File: config.mk
export PLATFORM = sky130hd
export DESIGN_NAME = calc_display_formatter_flat
export DESIGN_NICKNAME = d
export VERILOG_FILES = /design/src/rtl/calc_display_pkg.sv /design/src/rtl/calc_display_formatter_if.sv /design/src/rtl/lead_digit_scanner.sv /design/src/rtl/calc_display_formatter.sv /design/src/flat_wrapper.sv
export SDC_FILE = /design/constraint.sdc
export NUM_CORES = 1
export LEC_CHECK = 0
export ABC_AREA = 1
export ABC_CLOCK_PERIOD_IN_PS = 2000
export CORE_MARGIN = 5
export CORE_UTILIZATION = 46
export DETAILED_ROUTE_END_ITERATION = 8
export PLACE_DENSITY = 0.77
export SYNTH_ARGS = -nofsm -noshare
export SYNTH_HDL_FRONTEND = slang
export SYNTH_HIERARCHICAL = 1
export SYNTH_SLANG_ARGS = --single-unit
File: constraint.sdc
create_clock -name clk -period 2 [get_ports clk]
set_clock_uncertainty 0.15 [all_clocks]
set_input_delay 0.2 -clock clk [delete_from_list [all_inputs] [get_ports clk]]
set_output_delay 0.2 -clock clk [all_outputs]
set_load 0.02 [all_outputs]
File: src/rtl/calc_display_pkg.sv
// Shared types, constants and the lead-index mask helper for the calculator display formatter.
package calc_display_pkg;

   localparam int unsigned NIBBLE_W   = 4;
   localparam int unsigned MAX_DIGITS = 32;

   typedef enum logic [1:0] {
      ST_ENTRY,
      ST_SCAN,
      ST_HOLD,
      ST_ERROR
   } state_t;

   // Every digit blanked except digit 0, so an idle display reads "0".
   localparam logic [MAX_DIGITS-1:0] MASK_RESET = {{(MAX_DIGITS-1){1'b1}}, 1'b0};

   // Blank every digit above the leading digit; callers truncate to their digit count.
   function automatic logic [MAX_DIGITS-1:0] lead_mask(input int unsigned lead);
      logic [MAX_DIGITS-1:0] ones;
      ones = '1;
      return ones << (lead + 1);
   endfunction

endpackage

File: src/rtl/calc_display_formatter_if.sv
// Result bus from the calculator FSM into the display formatter.
interface calc_display_formatter_if
   import calc_display_pkg::*;
#(
   parameter int unsigned DIGITS = 8
);
   logic [NIBBLE_W*DIGITS-1:0] result_data;
   logic                       result_valid;
   logic                       result_error;

   modport master (output result_data, result_valid, result_error);
   modport slave  (input  result_data, result_valid, result_error);
endinterface

File: src/rtl/lead_digit_scanner.sv
// Latches a result word and walks down from the top digit to find the leading nonzero nibble.
module lead_digit_scanner
   import calc_display_pkg::*;
#(
   parameter int unsigned DIGITS = 8
)
(
   input  logic                        clk,
   input  logic                        rst_n,
   input  logic                        i_start,
   input  logic                        i_abort,
   input  logic [NIBBLE_W*DIGITS-1:0]  i_data,
   output logic [NIBBLE_W*DIGITS-1:0]  o_shadow,
   output logic [$clog2(DIGITS)-1:0]   o_lead,
   output logic                        o_done
);
   localparam int unsigned IDX_W = $clog2(DIGITS);

   logic [DIGITS-1:0][NIBBLE_W-1:0] r_shadow;
   logic [IDX_W-1:0]                r_idx;
   logic                            r_active;

   // Digit 0 always terminates the scan so an all-zero result still shows "0".
   assign o_done   = r_active && ((r_shadow[r_idx] != '0) || (r_idx == '0));
   assign o_lead   = r_idx;
   assign o_shadow = r_shadow;

   always_ff @(posedge clk or negedge rst_n) begin
      if (!rst_n) begin
         r_active <= 1'b0;
         r_idx    <= '0;
         r_shadow <= '0;
      end else if (i_abort) begin
         r_active <= 1'b0;
      end else if (i_start) begin
         r_active <= 1'b1;
         r_idx    <= IDX_W'(DIGITS - 1);
         r_shadow <= i_data;
      end else if (o_done) begin
         r_active <= 1'b0;
      end else if (r_active) begin
         r_idx    <= r_idx - 1'b1;
      end
   end

endmodule

File: src/rtl/calc_display_formatter.sv
// Builds the 7-segment value word and blank mask from live entry, a scanned result, or a blinking error.
module calc_display_formatter
   import calc_display_pkg::*;
#(
   parameter int unsigned DIGITS       = 8,
   parameter int unsigned ENTRY_DIGITS = 4,
   parameter int unsigned BLINK_CYCLES = 4096
)
(
   input  logic                              clk,
   input  logic                              reset,
   input  logic [NIBBLE_W*ENTRY_DIGITS-1:0]  entry_data,
   input  logic [NIBBLE_W-1:0]               entry_tag,
   input  logic                              entry_tag_en,
   calc_display_formatter_if.slave           res,
   input  logic                              clear,
   output logic [NIBBLE_W*DIGITS-1:0]        display,
   output logic [DIGITS-1:0]                 an_mask,
   output logic                              error_out,
   output logic                              busy,
   output logic                              holding
);
   localparam int unsigned     IDX_W    = $clog2(DIGITS);
   localparam int unsigned     CNT_W    = $clog2(BLINK_CYCLES);
   localparam logic [CNT_W-1:0] CNT_LAST = CNT_W'(BLINK_CYCLES - 1);
   localparam logic [DIGITS-1:0] MASK_RST = DIGITS'(MASK_RESET);

   state_t                          r_state, w_state_nxt;
   logic [NIBBLE_W*DIGITS-1:0]      r_display, w_display_nxt;
   logic [DIGITS-1:0]               r_an_mask, w_an_mask_nxt;
   logic [CNT_W-1:0]                r_blink_cnt, w_blink_cnt_nxt;
   logic                            r_blink_phase, w_blink_phase_nxt;

   logic                            w_scan_start;
   logic                            w_scan_done;
   logic [IDX_W-1:0]                w_scan_lead;
   logic [NIBBLE_W*DIGITS-1:0]      w_shadow;

   logic [ENTRY_DIGITS-1:0][NIBBLE_W-1:0] w_entry_nib;
   int unsigned                     w_entry_lead;
   logic [NIBBLE_W*DIGITS-1:0]      w_entry_display;
   logic [DIGITS-1:0]               w_entry_mask;

   lead_digit_scanner #(
      .DIGITS (DIGITS)
   ) u_scanner (
      .clk      (clk),
      .rst_n    (reset),
      .i_start  (w_scan_start),
      .i_abort  (clear),
      .i_data   (res.result_data),
      .o_shadow (w_shadow),
      .o_lead   (w_scan_lead),
      .o_done   (w_scan_done)
   );

   assign w_entry_nib = entry_data;

   always_comb begin
      w_entry_lead = 0;
      for (int unsigned k = 0; k < ENTRY_DIGITS; k++) begin
         if (w_entry_nib[k] != '0) w_entry_lead = k;
      end
      w_entry_mask = {~entry_tag_en, (DIGITS-1)'(lead_mask(w_entry_lead))};
      w_entry_display = '0;
      w_entry_display[NIBBLE_W*ENTRY_DIGITS-1:0] = entry_data;
      if (entry_tag_en) w_entry_display[NIBBLE_W*DIGITS-1 -: NIBBLE_W] = entry_tag;
   end

   always_comb begin
      w_state_nxt       = r_state;
      w_display_nxt     = r_display;
      w_an_mask_nxt     = r_an_mask;
      w_blink_cnt_nxt   = r_blink_cnt;
      w_blink_phase_nxt = r_blink_phase;
      w_scan_start      = 1'b0;
      if (clear) begin
         // Clear beats a same-cycle result strobe; that result is dropped.
         w_state_nxt       = ST_ENTRY;
         w_display_nxt     = w_entry_display;
         w_an_mask_nxt     = w_entry_mask;
         w_blink_cnt_nxt   = '0;
         w_blink_phase_nxt = 1'b0;
      end else begin
         case (r_state)
            ST_ENTRY: begin
               w_display_nxt = w_entry_display;
               w_an_mask_nxt = w_entry_mask;
               if (res.result_valid) begin
                  if (res.result_error) begin
                     w_state_nxt       = ST_ERROR;
                     w_display_nxt     = '0;
                     w_an_mask_nxt     = '0;
                     w_blink_cnt_nxt   = '0;
                     w_blink_phase_nxt = 1'b0;
                  end else begin
                     w_state_nxt  = ST_SCAN;
                     w_scan_start = 1'b1;
                  end
               end
            end
            ST_SCAN: begin
               if (w_scan_done) begin
                  w_state_nxt   = ST_HOLD;
                  w_display_nxt = w_shadow;
                  w_an_mask_nxt = DIGITS'(lead_mask(32'(w_scan_lead)));
               end
            end
            ST_HOLD: begin
               w_state_nxt = ST_HOLD;
            end
            ST_ERROR: begin
               if (r_blink_cnt == CNT_LAST) begin
                  w_blink_cnt_nxt   = '0;
                  w_blink_phase_nxt = ~r_blink_phase;
               end else begin
                  w_blink_cnt_nxt   = r_blink_cnt + 1'b1;
               end
               w_display_nxt = '0;
               w_an_mask_nxt = {DIGITS{w_blink_phase_nxt}};
            end
            default: w_state_nxt = ST_ENTRY;
         endcase
      end
   end

   always_ff @(posedge clk or negedge reset) begin
      if (!reset) begin
         r_state       <= ST_ENTRY;
         r_display     <= '0;
         r_an_mask     <= MASK_RST;
         r_blink_cnt   <= '0;
         r_blink_phase <= 1'b0;
      end else begin
         r_state       <= w_state_nxt;
         r_display     <= w_display_nxt;
         r_an_mask     <= w_an_mask_nxt;
         r_blink_cnt   <= w_blink_cnt_nxt;
         r_blink_phase <= w_blink_phase_nxt;
      end
   end

   assign display   = r_display;
   assign an_mask   = r_an_mask;
   assign error_out = (r_state == ST_ERROR);
   assign busy      = (r_state == ST_SCAN);
   assign holding   = (r_state == ST_HOLD) || (r_state == ST_ERROR);

endmodule
File: src/flat_wrapper.sv
// flat-port wrapper written by rule: the top's interface ports become plain ports
module calc_display_formatter_flat import calc_display_pkg::*;
#(
   parameter int unsigned DIGITS       = 8,
   parameter int unsigned ENTRY_DIGITS = 4,
   parameter int unsigned BLINK_CYCLES = 4096
)
  (clk, reset, entry_data, entry_tag, entry_tag_en, clear, display, an_mask, error_out, busy, holding, res_result_data, res_result_valid, res_result_error);
  calc_display_formatter_if #(.DIGITS(DIGITS)) res_i ();
  input  logic clk;
  input  logic reset;
  input  logic [NIBBLE_W*ENTRY_DIGITS-1:0] entry_data;
  input  logic [NIBBLE_W-1:0] entry_tag;
  input  logic entry_tag_en;
  input  logic clear;
  output logic [NIBBLE_W*DIGITS-1:0] display;
  output logic [DIGITS-1:0] an_mask;
  output logic error_out;
  output logic busy;
  output logic holding;
  input wire logic [$bits(res_i.result_data)-1:0] res_result_data;
  input wire logic [$bits(res_i.result_valid)-1:0] res_result_valid;
  input wire logic [$bits(res_i.result_error)-1:0] res_result_error;
  assign res_i.result_data = res_result_data;
  assign res_i.result_valid = res_result_valid;
  assign res_i.result_error = res_result_error;
  calc_display_formatter #(.DIGITS(DIGITS), .ENTRY_DIGITS(ENTRY_DIGITS), .BLINK_CYCLES(BLINK_CYCLES)) u_core (.clk(clk), .reset(reset), .entry_data(entry_data), .entry_tag(entry_tag), .entry_tag_en(entry_tag_en), .res(res_i), .clear(clear), .display(display), .an_mask(an_mask), .error_out(error_out), .busy(busy), .holding(holding));
endmodule
==> out/metrics.yaml, run 1 <==
p_leak_nw: 2.845
grt_pass1_vias: 3932
p_per_area_nw_per_um2: 1386
synthTopCellsByArea: "dfrtp_1 (47%), nand2_1 (7.4%), mux2_1 (6.3%)"
die_h_microns: 108.9
maxSlewViolCount: 0
portBuffers: 100
crit_family: "simple AND/OR/NAND/NOR gates"
clock_path_buffers: 2
fin_ws_ps: -4.446
drc: 0
rows: 36
nets: 684
setup_viol: 3
drt_first_pass_iters: 5
rsz0062_at_grt: "true"
yosys_warnings: 6
start_kind: "register"
path_clk_slew_ps: 90
core_area_sq_um: 9639
dp.cells: 723
synth.distinct_cells: 43
worstSetupPathType: "reg -> reg"
antenna_cells: 0
synthesis.nets: 541
slew_headroom_pct: 73.93
wl_per_cell_microns: 16.77
syn-cell-area_sq_um: 4498
arrival_ps: 2150
cp_num_buf_inv: 4
outcome: "finished with violations"
vias: 4022
hold_violations: 0
gp_congestion: 0.8695
hpwl_mm: 8.349
cts_tree: "built"
cts_buffers: 9
tns_ps: -11.64
grt_overflow: 0
finalCritPeriodShare_pct: 100.2
ant_nets: 0
grtUsageTotal_pct: 20.06
fill_cells: 705
grt_first_pass_wirelength_mm: 18.86
drive_above_1_share_pct: 22.22
synth.largest_area_cell: "dfrtp_1"
antenna_found_initial: 0
violations: "negative setup slack"
root_buffer: "clkbuf_8"
start_util_pct: 46.66
io_pins: 101
clock.fmax_ghz: 0.4989
fin_crit_ps: 2004
hp-class: "in -> async"
wl_mm: 12.64
clock_sinks: 91
crit_chain: "buf_6, nor2_4, nand3b_1, nand3_1, nand3_1, nand2_2, nor2_2, inv_2, nand2_8, nand2_8, inv_6, or2_1, nand2_1, inv_1"
synth_seq_cells: 91
ys_seq_area_share_pct: 50.82
layoutNonFillerInstCount: 754
path_max_fanout: 10
syn_to_final_growth_pct: 44.09
synth_top_area_share_pct: 46.73
synth_cells: 474
drv_cap: 0
peakVddDrop_uv: 762.3
worstMarginPinSlew_ps: 391.1
grt_start_max_net_pins: 74
worstSetupEndpointType: "register"
die_x_microns: 108.9
critPathRequiredTime_ps: 2150
fp.dieArea_sq_um: 11860
clock_latency_ps: 360
critPathMaxStageDelay_ps: 460
htree_num_levels: 3
critPathSlowestCell: "dfrtp_2"
drt_iter0_markers: 245
postLayoutCoreUtil_pct: 67.24
vias_per_cell: 5.334
avgSynthCellArea_sq_um: 9.490
## routing by layer
metal  share of wire (%)  track usage (%)  wire length, microns
met5                   0                0                     0
met4                0.89            6.132                   113
met3                 5.8            3.493                   732
met2                  49            32.19                  6249
met1                  44            27.81                  5548
## Yosys cell counts (all sizes together)
| cell | n |
|---|---|
| nand4 | 7 |
| buf | 16 |
| a22o | 1 |
| clkbuf | 2 |
| a21oi | 16 |
| o21a | 3 |
| a22oi | 16 |
| mux2 | 28 |
| ha | 9 |
| xnor2 | 3 |
| a31oi | 4 |
| nand2 | 98 |
| nand3 | 30 |
| nand3b | 5 |
| nor4 | 1 |
| nor3b | 2 |
| o21ai | 36 |
| a21boi | 1 |
| nor2 | 64 |
| dfstp | 7 |
| or2 | 4 |
| dfrtp | 84 |
| nor3 | 2 |
| inv | 30 |
| o31ai | 1 |
| xor2 | 4 |
## path summary, 6_finish.rpt
path | start | endpoint | slack [ps] | cells past startpoint
setup / recovery | u_core/u_scanner/o_lead[0]$_DFFE_PN0P_ | u_core/an_mask[5]$_DFFE_PN1P_ | -4 | 14
hold / removal | reset | u_core/r_blink_cnt[4]$_DFFE_PN0P_ | 110 | 2
setup reg to reg | u_core/u_scanner/o_lead[0]$_DFFE_PN0P_ | u_core/an_mask[5]$_DFFE_PN1P_ | -4 | 14
hold reg to reg | u_core/an_mask[0]$_DFFE_PN0P_ | u_core/an_mask[0]$_DFFE_PN0P_ | 350 | 2
max in group asynchronous | reset | u_core/an_mask[3]$_DFFE_PN1P_ | 880 | 3
min in group clk | entry_tag[0] | u_core/display[28]$_DFFE_PN0P_ | 280 | 3
## placed cells by master (no fill, tap or decap), types with 3 or more instances in the layout
cell and n:
nand3b_1 5, nor2_2 9, nand3_2 9, inv_2 8, mux2_1 21, nand2_2 4
a22oi_1 16, mux2_4 4, dfrtp_1 83, a21oi_1 9, a31oi_1 4, nand3_1 21
nand2_1 89, o21ai_1 14, buf_6 5, inv_1 19, clkbuf_8 10, clkdlybuf4s50_1 96
a21oi_2 6, o21ai_0 22, nor2_4 4, o21a_1 3, buf_4 30, mux2_2 3
nor2_1 50, nand2_4 5, clkbuf_16 5, xnor2_1 3, ha_1 8, or2_4 3
dfstp_2 7, buf_12 4, nand2_8 3, nand4_1 6, xor2_1 4
## state kept, by name, indices dropped and copies added, names as in the netlist
| register | flops |
|---|---|
| u_core/u_scanner/o_shadow | 32 |
| u_core/r_blink_phase | 1 |
| u_core/an_mask | 8 |
| u_core/r_blink_cnt | 12 |
| u_core/u_scanner/r_active | 1 |
| u_core/u_scanner/o_lead | 3 |
| u_core/r_state | 2 |
| u_core/display | 32 |
## cell families after synthesis
logic type | count (synthesis) | share of synthesized area [%]
AND/OR/NAND/NOR | 213 | 22.48
adder cells (fa/ha/maj) | 9 | 2.504
AO/OA/AOI/OAI | 78 | 10.04
flip-flops | 91 | 50.82
multiplexers | 28 | 7.010
buffers and inverters | 48 | 5.786
XOR/XNOR | 7 | 1.363
## timing repair
item                       CTS  global route
hold endpoints to repair    89             0
setup buffers                2             0
hold buffers                 1             0
gates cloned                 2            11
resized for setup           10            58
setup endpoints to repair   57            72
pin swaps                    2            21
## through the flow
stage               area (sq um)  power (mW)  setup WS, ps  hold slack [ps]
floorplan                   4504       5.100         5.994           -245.6
global placement            5807       6.583        -158.2           -48.33
detailed placement          5807       6.703        -195.6           -47.75
CTS                         6091       8.178        -2.001            108.1
global route                6481       9.477        -81.72            128.2
finish                      6481       8.982        -4.446            111.3
## cell type report
cell class	instances	area (sq um)	area share [%]
sequential	91	2287	35.29
multi-input combinational	341	2201	33.96
timing repair buffer	144	1485	22.91
tap	133	166.4	2.568
clock buffer	11	141.4	2.181
inverter	30	125.1	1.931
clock inverter	4	75.07	1.158
## power by group
part	switching [mW]	internal (mW)	leakage, nW	total (mW)
Sequential	0.551	2.55	1.14	3.10
Clock	0.651	0.733	0.102	1.38
Combinational	2.30	2.19	1.61	4.49
(Power assumes the default switching activity.)
==> run 2, diff against run 1 <==
- CAP_MARGIN: unset -> 15
==> results of run 2 <==
The final DEF is identical to that of run 1; final timing and power are the same.
==> run 3, diff against run 2 <==
- CORE_MARGIN: 5 -> 1.5
- SKIP_LAST_GASP: unset -> 1
==> out/metrics.yaml, run 3 (synthesized netlist as in run 1, its figures left out) <==
crit_chain: "buf_6, nor2_4, nand3b_1, nand3_2, nand3_2, nand2_2, nor2_1, inv_1, nand2_4, nand2_8, inv_6, or2_1, nand2_1, inv_1"  # was buf_6, nor2_4, nand3b_1, nand3_1, nand3_1, nand2_2, nor2_2, inv_2, nand2_8, nand2_8, inv_6, or2_1, nand2_1, inv_1
grt_start_max_net_pins: 43  # was 74
cts_tree: "built"  # unchanged
critPathSlowestCell: "dfrtp_2"  # unchanged
die_h_microns: 101.9  # was 108.9 microns
clock_sinks: 91  # unchanged
htree_num_levels: 3  # unchanged
fin_crit_ps: 2083  # was 2004 ps
drt_first_pass_iters: 5  # unchanged
worstSetupPathType: "reg -> reg"  # unchanged
dp.cells: 713  # was 723
gp_congestion: 0.8984  # was 0.8695
io_pins: 101  # unchanged
p_int_mw: 5.359  # was 5.481 mW
clockPowerShare_pct: 15.6  # was 15.4%
arrival_ps: 2220  # was 2150 ps
drt_iter0_markers: 293  # was 245
syn_to_final_growth_pct: 43.06  # was 44.09%
drv_cap: 0  # unchanged
p_leak_nw: 2.849  # was 2.845 nW
worstMarginPinSlew_ps: 516.8  # was 391.1 ps
layoutNonFillerInstCount: 746  # was 754
wl_per_cell_microns: 17.23  # was 16.77 microns
clock_latency_ps: 350  # was 360 ps
critPathMaxStageDelay_ps: 450  # was 460 ps
grt_pass1_vias: 3917  # was 3,932
switching_share_pct: 39.97  # was 38.98%
ant_nets: 0  # unchanged
mostFrequentLayoutCells: "clkdlybuf4s50_1 (96), nand2_1 (89), dfrtp_1 (83), nor2_1 (49), buf_4 (29)"  # was clkdlybuf4s50_1 (96), nand2_1 (89), dfrtp_1 (83), nor2_1 (50), buf_4 (30)
clock.fmax_ghz: 0.4801  # was 0.4989 GHz
core_area_sq_um: 9371  # was 9639 sq um
nets: 679  # was 684
hold_violations: 0  # unchanged
vias: 4030  # was 4,022
hp-class: "in -> async"  # unchanged
cp_num_buf_inv: 4  # unchanged
setup_viol: 32  # was 3
path_max_fanout: 10  # unchanged
drc: 0  # unchanged
reg2reg_from: "u_core/u_scanner/o_lead[0]$_DFFE_PN0P_"  # unchanged
postLayoutCoreUtil_pct: 68.66  # was 67.24%
rows: 35  # was 36
fill_cells: 689  # was 705
switching_power_mw: 3.568  # was 3.501 mW
path_clk_slew_ps: 90  # about the same
layout_commonest_cell: "clkdlybuf4s50_1"  # unchanged
p_per_area_nw_per_um2: 1387  # was 1386 nW/um^2
fin_ws_ps: -82.85  # was -4.446 ps
combinationalPowerShare_pct: 49.4  # was 50.0%
crit_family: "simple AND/OR/NAND/NOR gates"  # unchanged
p_seq_share_pct: 35.0  # was 34.6%
drive_above_1_share_pct: 23.34  # was 22.22%
worstSetupEndpointType: "register"  # unchanged
outcome: "finished with violations"  # unchanged
hpwl_mm: 8.202  # was 8.349 mm
vias_per_cell: 5.402  # was 5.334
rrSetupSlack_ps: -80  # was -4 ps
violations: "negative setup slack"  # unchanged
peakVddDrop_uv: 792.3  # was 762.3 uV
antenna_cells: 0  # unchanged
worstSetupStartpoint: "u_core/u_scanner/o_lead[0]$_DFFE_PN0P_"  # unchanged
grt_overflow: 0  # unchanged
root_buffer: "clkbuf_8"  # unchanged
critPathRequiredTime_ps: 2140  # was 2150 ps
slew_headroom_pct: 65.55  # was 73.93%
start_kind: "register"  # unchanged
portBuffers: 100  # unchanged
grtUsageTotal_pct: 22.78  # was 20.06%
die_x_microns: 101.9  # was 108.9 microns
grt_first_pass_wirelength_mm: 18.45  # was 18.86 mm
finalCritPeriodShare_pct: 104.1  # was 100.2%
rsz0062_at_grt: "true"  # unchanged
maxSlewViolCount: 0  # unchanged
cts_buffers: 9  # unchanged
antenna_found_initial: 0  # unchanged
fp.dieArea_sq_um: 10380  # was 11,860 sq um
wl_mm: 12.85  # was 12.64 mm
start_util_pct: 48.00  # was 46.66%
regArea_sq_um: 2287  # unchanged
multi_input_area_sq_um: 2211  # was 2201 sq um
clock_path_buffers: 2  # unchanged
run 3: what timing repair did:
item	CTS	global route
setup buffers	0	8
endpoints found under the setup margin	38	68
gates resized for setup	11	68
endpoints found under the hold margin	29	0
hold buffers	1	0
cloned	1	7
pin swaps	3	18
run 3: stage by stage:
| step | instance area, sq um | worst slack, ps | hold WS (ps) | power, mW | setup TNS (ps) |
|---|---|---|---|---|---|
| 3_3_place_gp | 5782 | -190.5 | 56.24 | 6.518 | -5409 |
| 3_5_place_dp | 5782 | -229.4 | 62.91 | 6.660 | -6361 |
| 4_1_cts | 6057 | -35.08 | 226.8 | 8.120 | -432.5 |
| 2_1_floorplan | 4504 | 5.994 | -245.6 | 5.100 | 0 |
| 5_1_grt | 6435 | -165.4 | 260.9 | 9.400 | -5656 |
| 6_report | 6435 | -82.85 | 224.5 | 8.927 | -1035 |
run 3: final timing paths:
kind | endpoint | cells after the start
max | u_core/an_mask[4]$_DFFE_PN1P_ | 14
min | u_core/r_state[0]$_DFFE_PN0P_ | 2
max reg2reg | u_core/an_mask[4]$_DFFE_PN1P_ | 14
min reg2reg | u_core/display[10]$_DFFE_PN0P_ | 2
max in group asynchronous | u_core/u_scanner/o_shadow[12]$_DFFE_PN0P_ | 3
min in group clk | u_core/display[31]$_DFFE_PN0P_ | 3
run 3: area by class of cell:
type	instances	share of cell area, %
Sequential cell	91	35.54
Clock buffer	10	1.983
Inverter	30	2.022
Multi-Input combinational cell	339	34.36
Tap cell	129	2.508
Clock inverter	6	1.497
Timing Repair Buffer	141	22.09
run 3: power groups by stage:
| stage | clock network [mW] | logic (mW) | registers, mW |
|---|---|---|---|
| 2_1_floorplan | 0 | 1.76 | 3.34 |
| 3_3_place_gp | 0 | 3.49 | 3.03 |
| 3_5_place_dp | 0 | 3.60 | 3.06 |
| 4_1_cts | 1.42 | 3.66 | 3.04 |
| 5_1_grt | 1.49 | 4.71 | 3.19 |
| 6_report | 1.39 | 4.41 | 3.12 |
run 3: per-layer routing:
metal	global-route usage (%)	vias to the layer above	wire, microns
li1	-	1877	-
met4	8.535	0	264
met2	37.49	151	6552
met1	30.51	1978	5393
met3	3.830	24	640
met5	0	-	0
run 3: worst register-to-register path: stages, from the launching register on:
cell and delay [ps]:
dfrtp_2 450, buf_6 140, nor2_4 60, nand3b_1 140
nand3_2 110, nand3_2 80, nand2_2 110, nor2_1 50
inv_1 80, nand2_4 90, nand2_8 160, inv_6 70
or2_1 210, nand2_1 80, inv_1 40
